## config.mk

```make
export PLATFORM = sky130hd
export DESIGN_NAME = jtag_uart_mmio_ctrl
export DESIGN_NICKNAME = d
export VERILOG_FILES = /design/src/rtl/mmio_pkg.sv /design/src/rtl/mmio_timeout_ctr.sv /design/src/rtl/jtag_uart_mmio_ctrl.sv
export SDC_FILE = /design/constraint.sdc
export NUM_CORES = 1
export LEC_CHECK = 0
export CAP_MARGIN = 30
export CELL_PAD_IN_SITES_DETAIL_PLACEMENT = 1
export CELL_PAD_IN_SITES_GLOBAL_PLACEMENT = 1
export CORE_ASPECT_RATIO = 0.75
export CORE_MARGIN = 5
export CORE_UTILIZATION = 28
export DETAILED_ROUTE_END_ITERATION = 8
export PLACE_DENSITY_LB_ADDON = 0.1
export SKIP_LAST_GASP = 1
export SYNTH_ARGS = -nofsm -noshare
export SYNTH_HDL_FRONTEND = slang
export SYNTH_SLANG_ARGS = --single-unit
export TNS_END_PERCENT = 10
```

## constraint.sdc

```tcl
create_clock -name clk -period 2 [get_ports clk]
set_input_delay 0.4 -clock clk [delete_from_list [all_inputs] [get_ports clk]]
set_output_delay 0.4 -clock clk [all_outputs]
set_load 0.05 [all_outputs]
```

## src/rtl/mmio_pkg.sv

```systemverilog
// Shared types and constants for the JTAG UART MMIO sequencer.
package mmio_pkg;

  typedef enum logic [1:0] {
    IDLE = 2'd0,
    BUS  = 2'd1,
    DONE = 2'd2
  } state_e;

  localparam logic [31:0] UART_DATA_OFS  = 32'd0;
  localparam logic [31:0] UART_CTRL_OFS  = 32'd4;
  localparam logic [31:0] ERR_RDATA_DFLT = 32'hFFFF_FFFF;

endpackage

```

## src/rtl/mmio_timeout_ctr.sv

```systemverilog
// Wait-state counter: synchronous clear, count enable, terminal count at LIMIT-1.
module mmio_timeout_ctr #(
  parameter int unsigned LIMIT = 256
) (
  input  logic clk_i,
  input  logic rst_i,
  input  logic clr_i,
  input  logic en_i,
  output logic tc_o
);

  localparam int unsigned W = (LIMIT > 1) ? $clog2(LIMIT) : 1;

  logic [W-1:0] cnt_q, cnt_d;

  always_comb begin
    cnt_d = cnt_q;
    if (clr_i) begin
      cnt_d = '0;
    end else if (en_i) begin
      cnt_d = cnt_q + W'(1);
    end
  end

  always_ff @(posedge clk_i) begin
    if (rst_i) begin
      cnt_q <= '0;
    end else begin
      cnt_q <= cnt_d;
    end
  end

  assign tc_o = (cnt_q == W'(LIMIT - 1));

endmodule

```

## src/rtl/jtag_uart_mmio_ctrl.sv

```systemverilog
// Avalon-MM master sequencer for the JTAG UART window; stalls the pipeline per access.
// Optional wait-state abort is enabled by defining MMIO_TIMEOUT_EN.
module jtag_uart_mmio_ctrl
  import mmio_pkg::*;
#(
  parameter logic [31:0] BASE_ADDR      = 32'h100,
  parameter int unsigned TIMEOUT_CYCLES = 256,
  parameter logic [31:0] ERR_RDATA      = ERR_RDATA_DFLT
) (
  input  logic        clk,
  input  logic        rst,
  input  logic [31:0] mem_addr,
  input  logic        mem_read,
  input  logic        mem_write,
  input  logic [31:0] mem_wdata,
  output logic        mem_hit,
  output logic [31:0] mem_rdata,
  output logic        stall,
  output logic        av_chipselect,
  output logic        av_address,
  output logic        av_read_n,
  output logic        av_write_n,
  output logic [31:0] av_writedata,
  input  logic [31:0] av_readdata,
  input  logic        av_waitrequest,
  output logic        timeout_err
);

  state_e      state_q, state_d;
  logic        req;
  logic        abort;

  logic        cs_q, cs_d;
  logic        addr_q, addr_d;
  logic        rd_n_q, rd_n_d;
  logic        wr_n_q, wr_n_d;
  logic [31:0] wdata_q, wdata_d;
  logic [31:0] rdata_q, rdata_d;

  assign mem_hit = (mem_addr == BASE_ADDR + UART_DATA_OFS) |
                   (mem_addr == BASE_ADDR + UART_CTRL_OFS);
  assign req     = mem_hit & (mem_read | mem_write);

`ifdef MMIO_TIMEOUT_EN
  logic tc;
  logic terr_q;

  mmio_timeout_ctr #(
    .LIMIT(TIMEOUT_CYCLES)
  ) u_timeout_ctr (
    .clk_i (clk),
    .rst_i (rst),
    .clr_i ((state_q == IDLE) & req),
    .en_i  ((state_q == BUS) & av_waitrequest),
    .tc_o  (tc)
  );

  assign abort = (state_q == BUS) & av_waitrequest & tc;

  always_ff @(posedge clk) begin
    if (rst) begin
      terr_q <= 1'b0;
    end else if (abort) begin
      terr_q <= 1'b1;
    end
  end

  assign timeout_err = terr_q;
`else
  logic unused_cfg;
  assign unused_cfg  = ^TIMEOUT_CYCLES;
  assign abort       = 1'b0;
  assign timeout_err = 1'b0;
`endif

  always_ff @(posedge clk) begin
    if (rst) begin
      state_q <= IDLE;
    end else begin
      state_q <= state_d;
    end
  end

  always_comb begin
    state_d = state_q;
    unique case (state_q)
      IDLE:    if (req) state_d = BUS;
      BUS:     if (!av_waitrequest || abort) state_d = DONE;
      DONE:    state_d = IDLE;
      default: state_d = IDLE;
    endcase
  end

  // Strobes are computed here but only ever leave the block through registers.
  always_comb begin
    stall   = 1'b0;
    cs_d    = cs_q;
    addr_d  = addr_q;
    rd_n_d  = rd_n_q;
    wr_n_d  = wr_n_q;
    wdata_d = wdata_q;
    rdata_d = rdata_q;
    case (state_q)
      IDLE: begin
        if (req) begin
          stall   = 1'b1;
          cs_d    = 1'b1;
          addr_d  = mem_addr[2];
          wdata_d = mem_wdata;
          wr_n_d  = ~mem_write;
          rd_n_d  = ~(mem_read & ~mem_write);
        end
      end
      BUS: begin
        stall = 1'b1;
        if (!av_waitrequest || abort) begin
          cs_d   = 1'b0;
          rd_n_d = 1'b1;
          wr_n_d = 1'b1;
          if (!rd_n_q) begin
            rdata_d = abort ? ERR_RDATA : av_readdata;
          end
        end
      end
      default: ;
    endcase
  end

  always_ff @(posedge clk) begin
    if (rst) begin
      cs_q    <= 1'b0;
      addr_q  <= 1'b0;
      rd_n_q  <= 1'b1;
      wr_n_q  <= 1'b1;
      wdata_q <= '0;
      rdata_q <= '0;
    end else begin
      cs_q    <= cs_d;
      addr_q  <= addr_d;
      rd_n_q  <= rd_n_d;
      wr_n_q  <= wr_n_d;
      wdata_q <= wdata_d;
      rdata_q <= rdata_d;
    end
  end

  assign av_chipselect = cs_q;
  assign av_address    = addr_q;
  assign av_read_n     = rd_n_q;
  assign av_write_n    = wr_n_q;
  assign av_writedata  = wdata_q;
  assign mem_rdata     = rdata_q;

endmodule

```

==> run_results.csv <==
group,metric,value,unit
power,p_per_area,651,mW/mm2
grt,grt_max_degree,104,
place,dp_hpwl,7240,um
hold_path,hold_path_class,"register to register",
grt,grt_pass1_wl,15900,um
place,port_buffers,170,
cells_and_area,multi_input_area,0.00165,mm2
clocking,holdBufCountCts,0,
cells_and_area,nNetsFinal,608,
sta,period_needed,1.96,ns
setup_path,path_cells,"dlygate4sd2_1 -> nor4_4 -> nand4_4 -> nor3_4 -> a21o_4 -> buf_12",
setup_path,r2r-start,"state_q[0]",
floorplan,core,0.0110,mm2
clocking,cts_tree,"yes",
route,wire_per_inst,15.0,um
cells_and_area,n_fill_cell,1266,
route,wl,9800,um
setup_path,endpoint,"stall",
yosys,syn_area_per_cell,9.49,um2
yosys,synth.distinct_cells,32,
setup_path,cp-end-kind,"output pin",
cells_and_area,area_growth,70.0,%
grt,grt_pass1_vias,3149,
yosys,synth-edff-count,0,
clocking,cts.path.max_buffers,2,
route,viasPerCell,4.40,
clocking,numClockSinks,70,
setup_path,startpoint_type,"primary input",
yosys,synth_common_cells,"70 x dfxtp_1, 65 x nand2_1, 36 x a21oi_1",
yosys,yosys_register_bits,70,
floorplan,dieHeight,102,um
cells_and_area,drive_gt1_share,20.7,%
yosys,yosys.area.top_type,"dfxtp_1",
floorplan,ios,172,
yosys,yosysSeqAreaShare,44.5,%
setup_path,cp.arrival,1.56,ns
yosys,synth_flop_cell,"dfxtp_1",
floorplan,num_rows,33,
place,gp_congestion,0.694,
power,power,3.49,mW
yosys,netlist_instances,332,
cells_and_area,postLayoutCoreUtil,48.8,%
sta,skew,0.00315,ns
floorplan,initial_utilization,28.7,%
setup_path,crit_slowest_cell,"dlygate4sd2_1",
setup_path,slowest_delay,0.27,ns
cells_and_area,regArea,0.00140,mm2
clocking,htreeDepth,3,
setup_path,r2r-end,"mem_rdata[5]",
yosys,synth.most_common_cell,"dfxtp_1",
run_status,status,"finished, final reports clean",
setup_path,cp_num_buf_inv,2,
sta,max_freq,511,MHz
place,pre_cts_slack,-0.347,ns
power,peakVddDrop,0.395,mV
setup_path,crit_path_start,"mem_addr[25]",
route,dr.pass1.iters,4,
setup_path,worstRegToRegCells,5,
floorplan,die_area,0.0135,mm2
sta,setup_viol,0,
power,p_leak,1.87,nW
setup_path,cp.depth,6,
sta,finalHoldViolations,0,
yosys,synth_async_sr_flop_share,0,%
grt,antenna_found_initial,0,
clocking,path_clk_slew,0.05,ns
clocking,cts_buffers,9,
yosys,synth_top_area_share,44.5,%
sta,timing.final.ws_setup,0.0434,ns
yosys,synth_warnings,0,
place,dpl.cell_count,632,
sta,slew_headroom,64.0,%
yosys,synthTopCellsByArea,"dfxtp_1 44%, mux2i_1 10%, or2b_2 9.4%",
route,final_antenna_net_count,0,
clocking,clock_latency,0.32,ns
setup_path,path_max_fanout,5,
setup_path,required,1.60,ns
yosys,synthesis.nets,433,
sta,min_period_over_period,97.8,%
cells_and_area,stdcell_count,652,
sta,worstMarginPinSlew,0.538,ns
floorplan,die_w,133,um
cells_and_area,n_antenna_cell,0,
setup_path,worst-setup-path-type,"primary input to output pin",
sta,drv_slew,0,
route,drc,0,
route,num_vias,2866,
grt,globalRoute.totalOverflow,0,
grt,grt_usage,14.6,%
yosys,netlist_area,0.00315,mm2
clocking,clock-root-buffer,"clkbuf_16",
setup_path,r2r_setup_slack,0.45,ns
job,cap_violations,0,
setup_path,critical_path.top_delay_family,"simple AND/OR/NAND/NOR gates",
route,drt-initial-drc-count,70,
## power breakdown
group	internal [mW]	leakage, nW	total, mW	switching (mW)
registers	1.39	0.564	1.39	0.000000000272
clock network	1.22	0.159	1.81	0.593
logic	0.189	1.15	0.283	0.0944
## logic make-up (layout without fill, tap and decap cells)
group | after synthesis | in the layout | share of synthesized area (%)
DFF | 70 | 70 | 44.5
other | 1 | 1 | 0.119
AOI/OAI and AO/OA | 45 | 45 | 7.62
muxes | 33 | 33 | 10.5
and+or+nand+nor | 160 | 160 | 32.1
buffers and inverters | 23 | 203 | 5.24
## cell type report
class	count	area share, %
clock inverters	6	2.06
inverters	1	0.0701
repair buffers	186	33.4
flip-flops and latches	70	26.2
clock buffers	10	4.27
multi-input cells	239	30.8
well taps	140	3.27
## worst reg2reg max path, stage by stage (launching register included)
cell and delay (ns):
dfxtp_1 0.48, or3b_1 0.44, nor2_2 0.15, buf_12 0.20, nand2_1 0.09, a21oi_1 0.12
## sequential cells by signal, indices dropped and copies added, names as in the netlist
signal	flops
av_writedata	32
av_read_n	1
state_q	2
av_address	1
av_write_n	1
av_chipselect	1
mem_rdata	32
## worst min-delay path by stage
stage                        start            end  slack (ns)  depth (start not counted)
global route         av_chipselect  av_chipselect        0.48                          2
floorplan           av_readdata[0]   mem_rdata[0]        0.54                          2
global placement     mem_rdata[15]  mem_rdata[15]        0.44                          2
detailed placement    mem_rdata[1]   mem_rdata[1]        0.45                          2
finish                mem_rdata[7]   mem_rdata[7]        0.45                          2
CTS                   mem_rdata[7]   mem_rdata[7]        0.45                          2
## per-stage QoR
stage	hold slack (ns)	area (um2)	TNS, ns
after floorplan	0.536	3160	0
after global placement	0.441	5040	-8.57
after detailed placement	0.448	5040	-10.19
after CTS	0.455	5390	0
after global routing	0.475	5360	-0.0230
final	0.451	5360	0
## metal layers
layer / up-vias / wire (um) / global-route usage (%)
met5: - / 0 / 0
met4: 0 / 106 / 4.07
met3: 8 / 685 / 5.61
met2: 95 / 4700 / 25.0
met1: 1322 / 4300 / 17.4
li1: 1441 / - / -
## layout by cell type (no fill, tap or decap), types with 9 or more instances in the layout
cell type        Yosys  final
clkdlybuf4s50_1      0    133
nand2b_1            35     35
or2b_2              34     34
dfxtp_1             70     70
clkbuf_2             0     12
nand2_1             65     65
mux2i_1             33     33
a21oi_1             36     36
clkbuf_16            0      9
buf_4                4     14
## timing repair
item                       in CTS  in global routing
gates cloned                    0                  0
pin swaps                      11                 10
resized for setup              68                 23
setup buffers                   3                  1
setup endpoints to repair       2                  2
(Power assumes the default switching activity.)
